[src/rtl/uart_pkg.sv]
// Shared UART definitions: FSM state encoding, ctrl bit positions and frame constants.
// Imported by the receiver and any sibling UART blocks.
package uart_pkg;

  typedef enum logic [2:0] {
    IDLE      = 3'd0,
    START     = 3'd1,
    DATA      = 3'd2,
    STOP      = 3'd3,
    WAIT_HIGH = 3'd4
  } uart_state_e;

  localparam int CTRL_EN         = 0;
  localparam int CTRL_TX_SENDING = 1;
  localparam int CTRL_RX_ACK     = 1;

  localparam int   DATA_BITS = 8;
  localparam logic START_LVL = 1'b0;
  localparam logic STOP_LVL  = 1'b1;

  // Countdown loaded on start detection to land on the middle of the start bit.
  function automatic logic [15:0] half_reload(input int clks_per_bit);
    int half;
    half = (clks_per_bit - 1) / 2;
    return (half == 0) ? 16'd0 : 16'(half - 1);
  endfunction

endpackage

[src/rtl/uart_sync.sv]
// Multi-flop synchroniser for an asynchronous single-bit input.
// Flops power up to RESET_VAL so an idle-high line does not look like an edge.
module uart_sync #(
  parameter int   SYNC_STAGES = 2,
  parameter logic RESET_VAL   = 1'b1
) (
  input  logic clk,
  input  logic reset,
  input  logic d,
  output logic q
);

  logic [SYNC_STAGES-1:0] stages;

  always_ff @(posedge clk or negedge reset) begin
    if (!reset) begin
      stages <= {SYNC_STAGES{RESET_VAL}};
    end else begin
      stages <= {stages[SYNC_STAGES-2:0], d};
    end
  end

  assign q = stages[SYNC_STAGES-1];

endmodule

[src/rtl/uart_rx.sv]
// UART receiver: 8N1 frames, mid-bit sampling, holding register with valid/ack
// handshake and sticky frame-error / overrun flags.
module uart_rx
  import uart_pkg::*;
#(
  parameter int CLKS_PER_BIT = 1,
  parameter int SYNC_STAGES  = 2
) (
  input  logic       clk,
  input  logic       reset,
  input  logic       pin,
  input  logic [7:0] ctrl,
  output logic [7:0] data,
  output logic       state_rx_valid,
  output logic       state_rx_busy,
  output logic       state_rx_frame_err,
  output logic       state_rx_overrun
);

  localparam int          HALF        = (CLKS_PER_BIT - 1) / 2;
  localparam logic [15:0] BIT_RELOAD  = 16'(CLKS_PER_BIT - 1);
  localparam logic [15:0] HALF_RELOAD = half_reload(CLKS_PER_BIT);
  localparam logic [2:0]  LAST_IDX    = 3'(DATA_BITS - 1);

  logic rx_s;
  logic en;
  logic ack;
  logic unused_ctrl;

  uart_state_e state, state_nxt;
  logic [15:0] cnt, cnt_nxt;
  logic [2:0]  idx, idx_nxt;
  logic [7:0]  shift, shift_nxt;
  logic [7:0]  data_nxt;
  logic        valid_nxt;
  logic        frame_err_nxt;
  logic        overrun_nxt;

  uart_sync #(
    .SYNC_STAGES(SYNC_STAGES),
    .RESET_VAL  (1'b1)
  ) u_sync (
    .clk  (clk),
    .reset(reset),
    .d    (pin),
    .q    (rx_s)
  );

  assign en          = ctrl[CTRL_EN];
  assign ack         = ctrl[CTRL_RX_ACK];
  assign unused_ctrl = ^ctrl[7:2];

  always_ff @(posedge clk or negedge reset) begin
    if (!reset) begin
      state         <= IDLE;
      state_rx_busy <= 1'b0;
    end else begin
      state         <= state_nxt;
      state_rx_busy <= (state_nxt != IDLE);
    end
  end

  always_ff @(posedge clk or negedge reset) begin
    if (!reset) begin
      cnt                <= '0;
      idx                <= '0;
      shift              <= '0;
      data               <= '0;
      state_rx_valid     <= 1'b0;
      state_rx_frame_err <= 1'b0;
      state_rx_overrun   <= 1'b0;
    end else begin
      cnt                <= cnt_nxt;
      idx                <= idx_nxt;
      shift              <= shift_nxt;
      data               <= data_nxt;
      state_rx_valid     <= valid_nxt;
      state_rx_frame_err <= frame_err_nxt;
      state_rx_overrun   <= overrun_nxt;
    end
  end

  // Ack clears first so that any flag raised by this cycle's stop sample wins.
  always_comb begin
    state_nxt     = state;
    cnt_nxt       = cnt;
    idx_nxt       = idx;
    shift_nxt     = shift;
    data_nxt      = data;
    valid_nxt     = state_rx_valid;
    frame_err_nxt = state_rx_frame_err;
    overrun_nxt   = state_rx_overrun;

    if (ack) begin
      valid_nxt     = 1'b0;
      frame_err_nxt = 1'b0;
      overrun_nxt   = 1'b0;
    end

    if (!en) begin
      state_nxt = IDLE;
      cnt_nxt   = '0;
      idx_nxt   = '0;
    end else begin
      case (state)
        IDLE: begin
          if (rx_s == START_LVL) begin
            idx_nxt = '0;
            if (HALF == 0) begin
              state_nxt = DATA;
              cnt_nxt   = BIT_RELOAD;
            end else begin
              state_nxt = START;
              cnt_nxt   = HALF_RELOAD;
            end
          end
        end

        START: begin
          if (cnt == 16'd0) begin
            if (rx_s == START_LVL) begin
              state_nxt = DATA;
              cnt_nxt   = BIT_RELOAD;
              idx_nxt   = '0;
            end else begin
              state_nxt = IDLE;
            end
          end else begin
            cnt_nxt = cnt - 16'd1;
          end
        end

        DATA: begin
          if (cnt == 16'd0) begin
            shift_nxt[idx] = rx_s;
            cnt_nxt        = BIT_RELOAD;
            if (idx == LAST_IDX) begin
              state_nxt = STOP;
              idx_nxt   = '0;
            end else begin
              idx_nxt = idx + 3'd1;
            end
          end else begin
            cnt_nxt = cnt - 16'd1;
          end
        end

        STOP: begin
          if (cnt == 16'd0) begin
            if (rx_s == STOP_LVL) begin
              data_nxt  = shift;
              valid_nxt = 1'b1;
              if (state_rx_valid && !ack) begin
                overrun_nxt = 1'b1;
              end
              state_nxt = IDLE;
            end else begin
              frame_err_nxt = 1'b1;
              state_nxt     = WAIT_HIGH;
            end
          end else begin
            cnt_nxt = cnt - 16'd1;
          end
        end

        // A held-low line (break) must return high before a new start can be seen.
        WAIT_HIGH: begin
          if (rx_s == STOP_LVL) begin
            state_nxt = IDLE;
          end
        end

        default: begin
          state_nxt = IDLE;
          cnt_nxt   = '0;
          idx_nxt   = '0;
        end
      endcase
    end
  end

endmodule

[config.mk]
export PLATFORM = sky130hd
export DESIGN_NAME = uart_rx
export DESIGN_NICKNAME = d
export VERILOG_FILES = /design/src/rtl/uart_pkg.sv /design/src/rtl/uart_sync.sv /design/src/rtl/uart_rx.sv
export SDC_FILE = /design/constraint.sdc
export NUM_CORES = 1
export LEC_CHECK = 0
export CAP_MARGIN = 15
export CORE_UTILIZATION = 60
export DETAILED_ROUTE_END_ITERATION = 10
export PLACE_DENSITY = 0.86
export SLEW_MARGIN = 0
export SYNTH_ARGS = -nofsm -noshare
export SYNTH_HDL_FRONTEND = slang
export SYNTH_HIERARCHICAL = 1
export SYNTH_SLANG_ARGS = --single-unit
[constraint.sdc]
create_clock -name clk -period 5.1 [get_ports clk]
set_clock_uncertainty 0.05 [all_clocks]
set_input_delay 0.51 -clock clk [delete_from_list [all_inputs] [get_ports clk]]
set_output_delay 0.51 -clock clk [all_outputs]
set_load 0.01 [all_outputs]
==> impl_metrics.json, run 1 <==
{
  "outcome": "finished clean",
  "post-cts-setup-buffers": 0,
  "peakVddDrop_mv": 0.425,
  "pin_count": 23,
  "synth_cells": 244,
  "finalSetupTns_ns": 0,
  "grt_pass1_vias": 1792,
  "required_ns": 5.23,
  "grt_pass1_wl_mm": 8.57,
  "fmax_ghz": 0.304,
  "ys_ff_latch": 44,
  "critPathKind": "register to register",
  "grt_util_met3_pct": 6.16,
  "die_w_um": 65.0,
  "grt_usage_pct": 26.9,
  "cts_num_sinks": 44,
  "hold_buffers": 0,
  "leakage_nw": 1.16,
  "critical-path-top-delay-family": "simple AND/OR/NAND/NOR gates",
  "reg2reg_depth": 7,
  "fp-row-count": 22,
  "num-nets-final": 270,
  "syn_to_final_growth_pct": 11.9,
  "postSynth.asyncResetShare_pct": 100,
  "drt-initial-drc-count": 118,
  "synth_nets": 259,
  "critPathCaptureType": "register",
  "n_fill_cell": 282,
  "ys_warn_count": 6,
  "drc": 0,
  "final_cells": 304,
  "place_inst": 296,
  "drv_cap": 0,
  "synthesis.area_mm2": 0.00238,
  "hold_violations": 0,
  "synth.yosys.seq_area_share_pct": 46.3,
  "regArea_mm2": 0.00110,
  "cts_resized": 0,
  "max_slew_margin_pct": 30.3,
  "diodes": 0,
  "place_congestion": 0.933,
  "die_height_um": 65.0,
  "initial_core_util_pct": 63.7,
  "viasPerCell": 6.54,
  "synth_flop_cell": "dfrtp_1",
  "cts_buffers": 5,
  "synth_top_area_share_pct": 44.1,
  "use_met2_pct": 40.5,
  "place_area_mm2": 0.00255,
  "grt-busiest-layer": "met2",
  "cpPeakStageDelay_ns": 0.67,
  "clk_latency_ns": 0.30,
  "cts_buffer_depth": 2,
  "syn_area_per_cell_um2": 9.77,
  "crit_fanout": 17,
  "finalSetupViolCount": 0,
  "clk_pin_slew_ns": 0.08,
  "grt_antenna_before_repair": 0,
  "antenna_left": 0,
  "h-tree-depth": 2,
  "place_hpwl_mm": 3.47,
  "synth_top_cell_by_area": "dfrtp_1",
  "dieArea_mm2": 0.00423,
  "crit_cells": 7,
  "synth-edff-count": 0,
  "cp_data_arrival_time_ns": 3.42,
  "met1_usage_pct": 38.3,
  "gr-total-overflow": 0,
  "detailedRoute.firstPassIterationCount": 4,
  "maxSlewViolCount": 0,
  "cpMaxStageDelayCell": "nor4_4",
  "multi_input_area_mm2": 0.00120,
  "startpoint_type": "register",
  "max_slew.worst_pin.slew_ns": 1.04,
  "final_cell_mix": "dfrtp_1 (42), nand2_1 (20), nor2_1 (15), clkdlybuf4s50_1 (15), a21oi_1 (14)",
  "port_buffers": 16,
  "wirelength_mm": 4.98,
  "core-area_mm2": 0.00374,
  "cts_tree": "done",
  "power_density_mw_per_mm2": 609,
  "fin_crit_ns": 3.29,
  "holdCritPathClass": "primary input to asynchronous set/reset pin",
  "crit_buf_inv": 1,
  "rsz0062_at_grt": "no",
  "cp_cell_sequence": "inv_1 > ha_1 > or4b_2 > nor4_4 > nand3_1 > nor4_1 > mux2_1",
  "design_area_mm2": 0.00267,
  "clockRootBuffer": "clkbuf_8",
  "vias": 1989,
  "post_synth_num_cell_types": 52,
  "grt_max_degree": 45,
  "ys_top_cells_by_area": "dfrtp_1 (44%), mux2_2 (5.7%), nand2_1 (3.1%), a21oi_1 (2.9%), nor4_1 (2.6%)",
  "wire_per_inst_um": 16.4,
  "layout_commonest_cell": "dfrtp_1",
  "post-route-period-util_pct": 64.5,
  "drive_gt1_share_pct": 13.7
}
-- kinds of logic after synthesis --
group / count (synthesis) / share of synthesized area [%]
adder cells (fa/ha/maj): 4 / 2.10
AO/OA/AOI/OAI: 60 / 16.6
XOR/XNOR: 2 / 0.735
flip-flops: 44 / 46.3
buffers and inverters: 21 / 3.41
AND/OR/NAND/NOR: 97 / 23.3
multiplexers: 16 / 7.55
-- synth_stat cells (4+ instances only) --
library cell and number:
o21ai_1 6, mux2_2 12, nor3_1 7, nand2_1 20, nand3_1 10, or3_1 7, ha_1 4, a21oi_1 14
o31ai_1 4, o21ai_0 9, mux2_1 4, nor2b_1 4, dfrtp_1 42, nor4_1 10, nor2_1 15, clkbuf_1 10
a22oi_1 6, nand2b_1 4, inv_1 9
-- worst register-to-register path, delay by kind of cell, from the launching register on --
kind,cells,cell delay (ns)
adder cells (fa/ha/maj),1,0.19
buffers and inverters,1,0.10
flip-flops,1,0.44
multiplexers,1,0.37
AND/OR/NAND/NOR,4,2.04
-- flip-flops by register name, summed over array words and instances (netlist names) --
name / count
state_rx_valid: 1
idx: 3
u_sync/stages: 2
state_rx_overrun: 1
state_rx_frame_err: 1
state: 3
data: 8
state_rx_busy: 1
cnt: 16
shift: 8
-- worst paths after layout --
check                                 start                to  slack [ns]
max                                  cnt[0]          shift[0]        1.81
min                                   reset            cnt[0]        0.30
max reg2reg                          cnt[0]          shift[0]        1.81
min reg2reg                u_sync/stages[0]  u_sync/stages[1]        0.31
max in group asynchronous             reset            cnt[4]        4.11
min in group clk           u_sync/stages[0]  u_sync/stages[1]        0.31
-- where the power goes --
| part | internal, W | switching [W] | total (W) | leakage [nW] |
|---|---|---|---|---|
| Sequential | 0.000417 | 0.000105 | 0.000522 | 0.597 |
| Clock | 0.000147 | 0.000122 | 0.000270 | 0.0548 |
| Combinational | 0.000320 | 0.000514 | 0.000833 | 0.509 |
| Total | 0.000884 | 0.000741 | 0.00163 | 1.16 |
-- per-stage QoR --
stage          power [W]  util [%]  hold slack [ns]  setup slack (ns)
6_report         0.00163      71.3            0.299              1.81
3_5_place_dp     0.00133      68.2            0.300              1.97
5_1_grt          0.00176      71.3            0.317              1.61
3_3_place_gp     0.00131      68.2            0.297              2.01
4_1_cts          0.00161      71.3            0.314              1.91
2_1_floorplan    0.00117         -            0.164              2.59
-- routing by layer --
| metal | wire [um] | up-vias |
|---|---|---|
| met5 | 0 | - |
| met3 | 264 | 9 |
| met2 | 2350 | 63 |
| met1 | 2290 | 989 |
| li1 | - | 928 |
| met4 | 79 | 0 |
-- cell type report --
cell class	instances	area share (%)
Multi-Input combinational cell	179	45.0
Sequential cell	44	41.4
Timing Repair Buffer	16	5.82
Clock buffer	5	2.58
Tap cell	48	2.25
Clock inverter	3	1.74
Inverter	9	1.27
Note: power is estimated with default switching activity, not from simulation.
==> run 2: changes to the inputs <==
--- a/config.mk
+++ b/config.mk
@@ -6,9 +6,9 @@
 export NUM_CORES = 1
 export LEC_CHECK = 0
 export CAP_MARGIN = 15
-export CORE_UTILIZATION = 60
+export CORE_UTILIZATION = 51
 export DETAILED_ROUTE_END_ITERATION = 10
-export PLACE_DENSITY = 0.86
+export PLACE_DENSITY = 0.78
 export SLEW_MARGIN = 0
 export SYNTH_ARGS = -nofsm -noshare
 export SYNTH_HDL_FRONTEND = slang
==> constraint.sdc (replaced) <==
create_clock -name clk -period 3 [get_ports clk]
set_clock_uncertainty 0.05 [all_clocks]
set_input_delay 0.3 -clock clk [delete_from_list [all_inputs] [get_ports clk]]
set_output_delay 0.3 -clock clk [all_outputs]
set_load 0.01 [all_outputs]
==> run 2 against run 1 <==
Power increased by 81%. Non-clock buffer count grew 8. Fmax increased by 22%. Die area grew 17%. Worst setup slack worse by 1.5 ns. Register-to-register slack got worse by 1.5 ns. Critical path type unchanged. Sequential power is 68% higher. Flip-flop and latch count unchanged. Design area is 2.7% higher. Routed wire length is 2.7% higher. Combinational power up 91%. Cell count rose by 3.9%.
==> impl_metrics.json, run 2 (same netlist as run 1, synthesis figures left out) <==
{
  "final_cell_mix": "dfrtp_1 (42), nand2_1 (20), nor2_1 (15), clkdlybuf4s50_1 (15), a21oi_1 (14)",
  "hold_violations": 0,
  "finalSetupViolCount": 0,
  "fmax_ghz": 0.370,
  "clk_latency_ns": 0.30,
  "grt_pass1_wl_mm": 8.83,
  "layout_commonest_cell": "dfrtp_1",
  "regMostFlops": "cnt",
  "post-cts-setup-buffers": 0,
  "startpoint_type": "register",
  "clockRootBuffer": "clkbuf_8",
  "crit_fanout": 6,
  "port_buffers": 16,
  "max_slew.worst_pin.slew_ns": 0.949,
  "power_density_mw_per_mm2": 1070,
  "outcome": "finished clean",
  "finalSetupTns_ns": 0,
  "die_w_um": 70.4,
  "drt-initial-drc-count": 153,
  "cts_buffer_depth": 2,
  "largest_reg_flops": 16,
  "cts_num_sinks": 44,
  "grt_antenna_before_repair": 0,
  "leakage_nw": 1.21,
  "post-route-period-util_pct": 90.2,
  "core-area_mm2": 0.00441,
  "max_slew_margin_pct": 36.7,
  "cpPeakStageDelay_ns": 0.66,
  "grt_max_degree": 45,
  "grt_usage_pct": 22.8,
  "cts_tree": "done",
  "viasPerCell": 5.97,
  "clk_pin_slew_ns": 0.08,
  "syn_to_final_growth_pct": 14.8,
  "cpMaxStageDelayCell": "or4b_2",
  "fin_crit_ns": 2.70,
  "holdCritPathClass": "primary input to asynchronous set/reset pin",
  "cp_data_arrival_time_ns": 2.84,
  "gr-total-overflow": 0,
  "num-nets-final": 278,
  "required_ns": 3.14,
  "cp_cell_sequence": "inv_1 > ha_1 > or4b_2 > nor4_4 > buf_4 > nand3_1 > nor4_1 > mux2_1",
  "vias": 1888,
  "diodes": 0,
  "antenna_left": 0,
  "h-tree-depth": 2,
  "use_met2_pct": 32.8,
  "critPathKind": "register to register",
  "maxSlewViolCount": 0,
  "place_congestion": 0.901,
  "initial_core_util_pct": 54.0,
  "grt_pass1_vias": 1798,
  "critPathCaptureType": "register",
  "drc": 0,
  "die_height_um": 70.4,
  "wirelength_mm": 5.11,
  "drive_gt1_share_pct": 16.3,
  "fp-row-count": 24,
  "peakVddDrop_mv": 0.603,
  "hold_buffers": 0,
  "total_power_w": 0.00294,
  "place_hpwl_mm": 3.57,
  "pin_count": 23,
  "n_fill_cell": 370,
  "dieArea_mm2": 0.00495,
  "cts_resized": 0,
  "largestRegisters": "cnt x16, data x8, shift x8",
  "wire_per_inst_um": 16.2,
  "cts_buffers": 5,
  "drv_cap": 0,
  "grt-busiest-layer": "met1",
  "grt_util_met3_pct": 4.33,
  "detailedRoute.firstPassIterationCount": 4,
  "met1_usage_pct": 33.8,
  "rsz0062_at_grt": "no"
}
[run 2: changes by cell type in the layout (fill, tap and decap cells not counted)]
cell,change
clkinv_4,+1
buf_4,+8
clkinvlp_4,-1
inv_6,-1
clkbuf_8,+1
[run 2: stage by stage]
stage | cells | setup WS [ns] | utilization, % | hold WS (ns) | instance area (um^2)
floorplan | 244 | 0.494 | - | -0.0456 | 2380
global placement | 308 | 0.325 | 59.3 | 0.297 | 2620
detailed placement | 308 | 0.318 | 59.3 | 0.301 | 2620
CTS | 316 | 0.280 | 62.0 | 0.131 | 2740
global route | 316 | 0.112 | 62.0 | 0.187 | 2740
finish | 316 | 0.295 | 62.0 | 0.0883 | 2740
[run 2: path summary, 6_finish.rpt]
| path | slack [ns] | cells after the start | to | startpoint |
|---|---|---|---|---|
| hold reg to reg | 0.31 | 0 | u_sync/stages[1] | u_sync/stages[0] |
| max in group asynchronous | 2.22 | 1 | shift[6] | reset |
| setup reg to reg | 0.30 | 8 | shift[0] | cnt[0] |
| hold / removal | 0.09 | 1 | cnt[2] | reset |
| setup / recovery | 0.30 | 8 | shift[0] | cnt[0] |
| min in group clk | 0.31 | 0 | u_sync/stages[1] | u_sync/stages[0] |
[run 2: layout make-up]
class	instances	area [um^2]	share of cell area [%]
clock inverter	2	38.8	1.42
inverter	9	33.8	1.23
sequential	44	1100	40.3
clock buffer	6	82.6	3.02
timing repair buffer	24	215	7.86
multi-input combinational	179	1200	43.8
tap	52	65.1	2.38
[run 2: report_power, final]
part / total, W / internal (W) / leakage (nW) / switching (W)
registers: 0.000876 / 0.000708 / 0.597 / 0.000168
logic: 0.00159 / 0.000666 / 0.549 / 0.000920
clock network: 0.000480 / 0.000272 / 0.0614 / 0.000208
total: 0.00294 / 0.00165 / 1.21 / 0.00129
[run 2: metal layers]
metal / share of wire, % / wire length [um]
met5: 0 / 0
met4: 1.2 / 59
met3: 6.2 / 317
met2: 45 / 2290
met1: 48 / 2450
[run 2: worst max-delay path: cells and delay by family, from the launching register on]
| kind | cells | cell delay [ns] |
|---|---|---|
| buffers and inverters | 2 | 0.29 |
| adder cells (fa/ha/maj) | 1 | 0.16 |
| multiplexers | 1 | 0.36 |
| flip-flops | 1 | 0.44 |
| AND/OR/NAND/NOR | 4 | 1.29 |
==> run 3: changes to the inputs <==
--- a/config.mk
+++ b/config.mk
@@ -5,7 +5,6 @@
 export SDC_FILE = /design/constraint.sdc
 export NUM_CORES = 1
 export LEC_CHECK = 0
-export CAP_MARGIN = 15
 export CORE_UTILIZATION = 51
 export DETAILED_ROUTE_END_ITERATION = 10
 export PLACE_DENSITY = 0.78
==> results of run 3 <==
No change in the layout: final DEF, timing and power equal those of run 2.
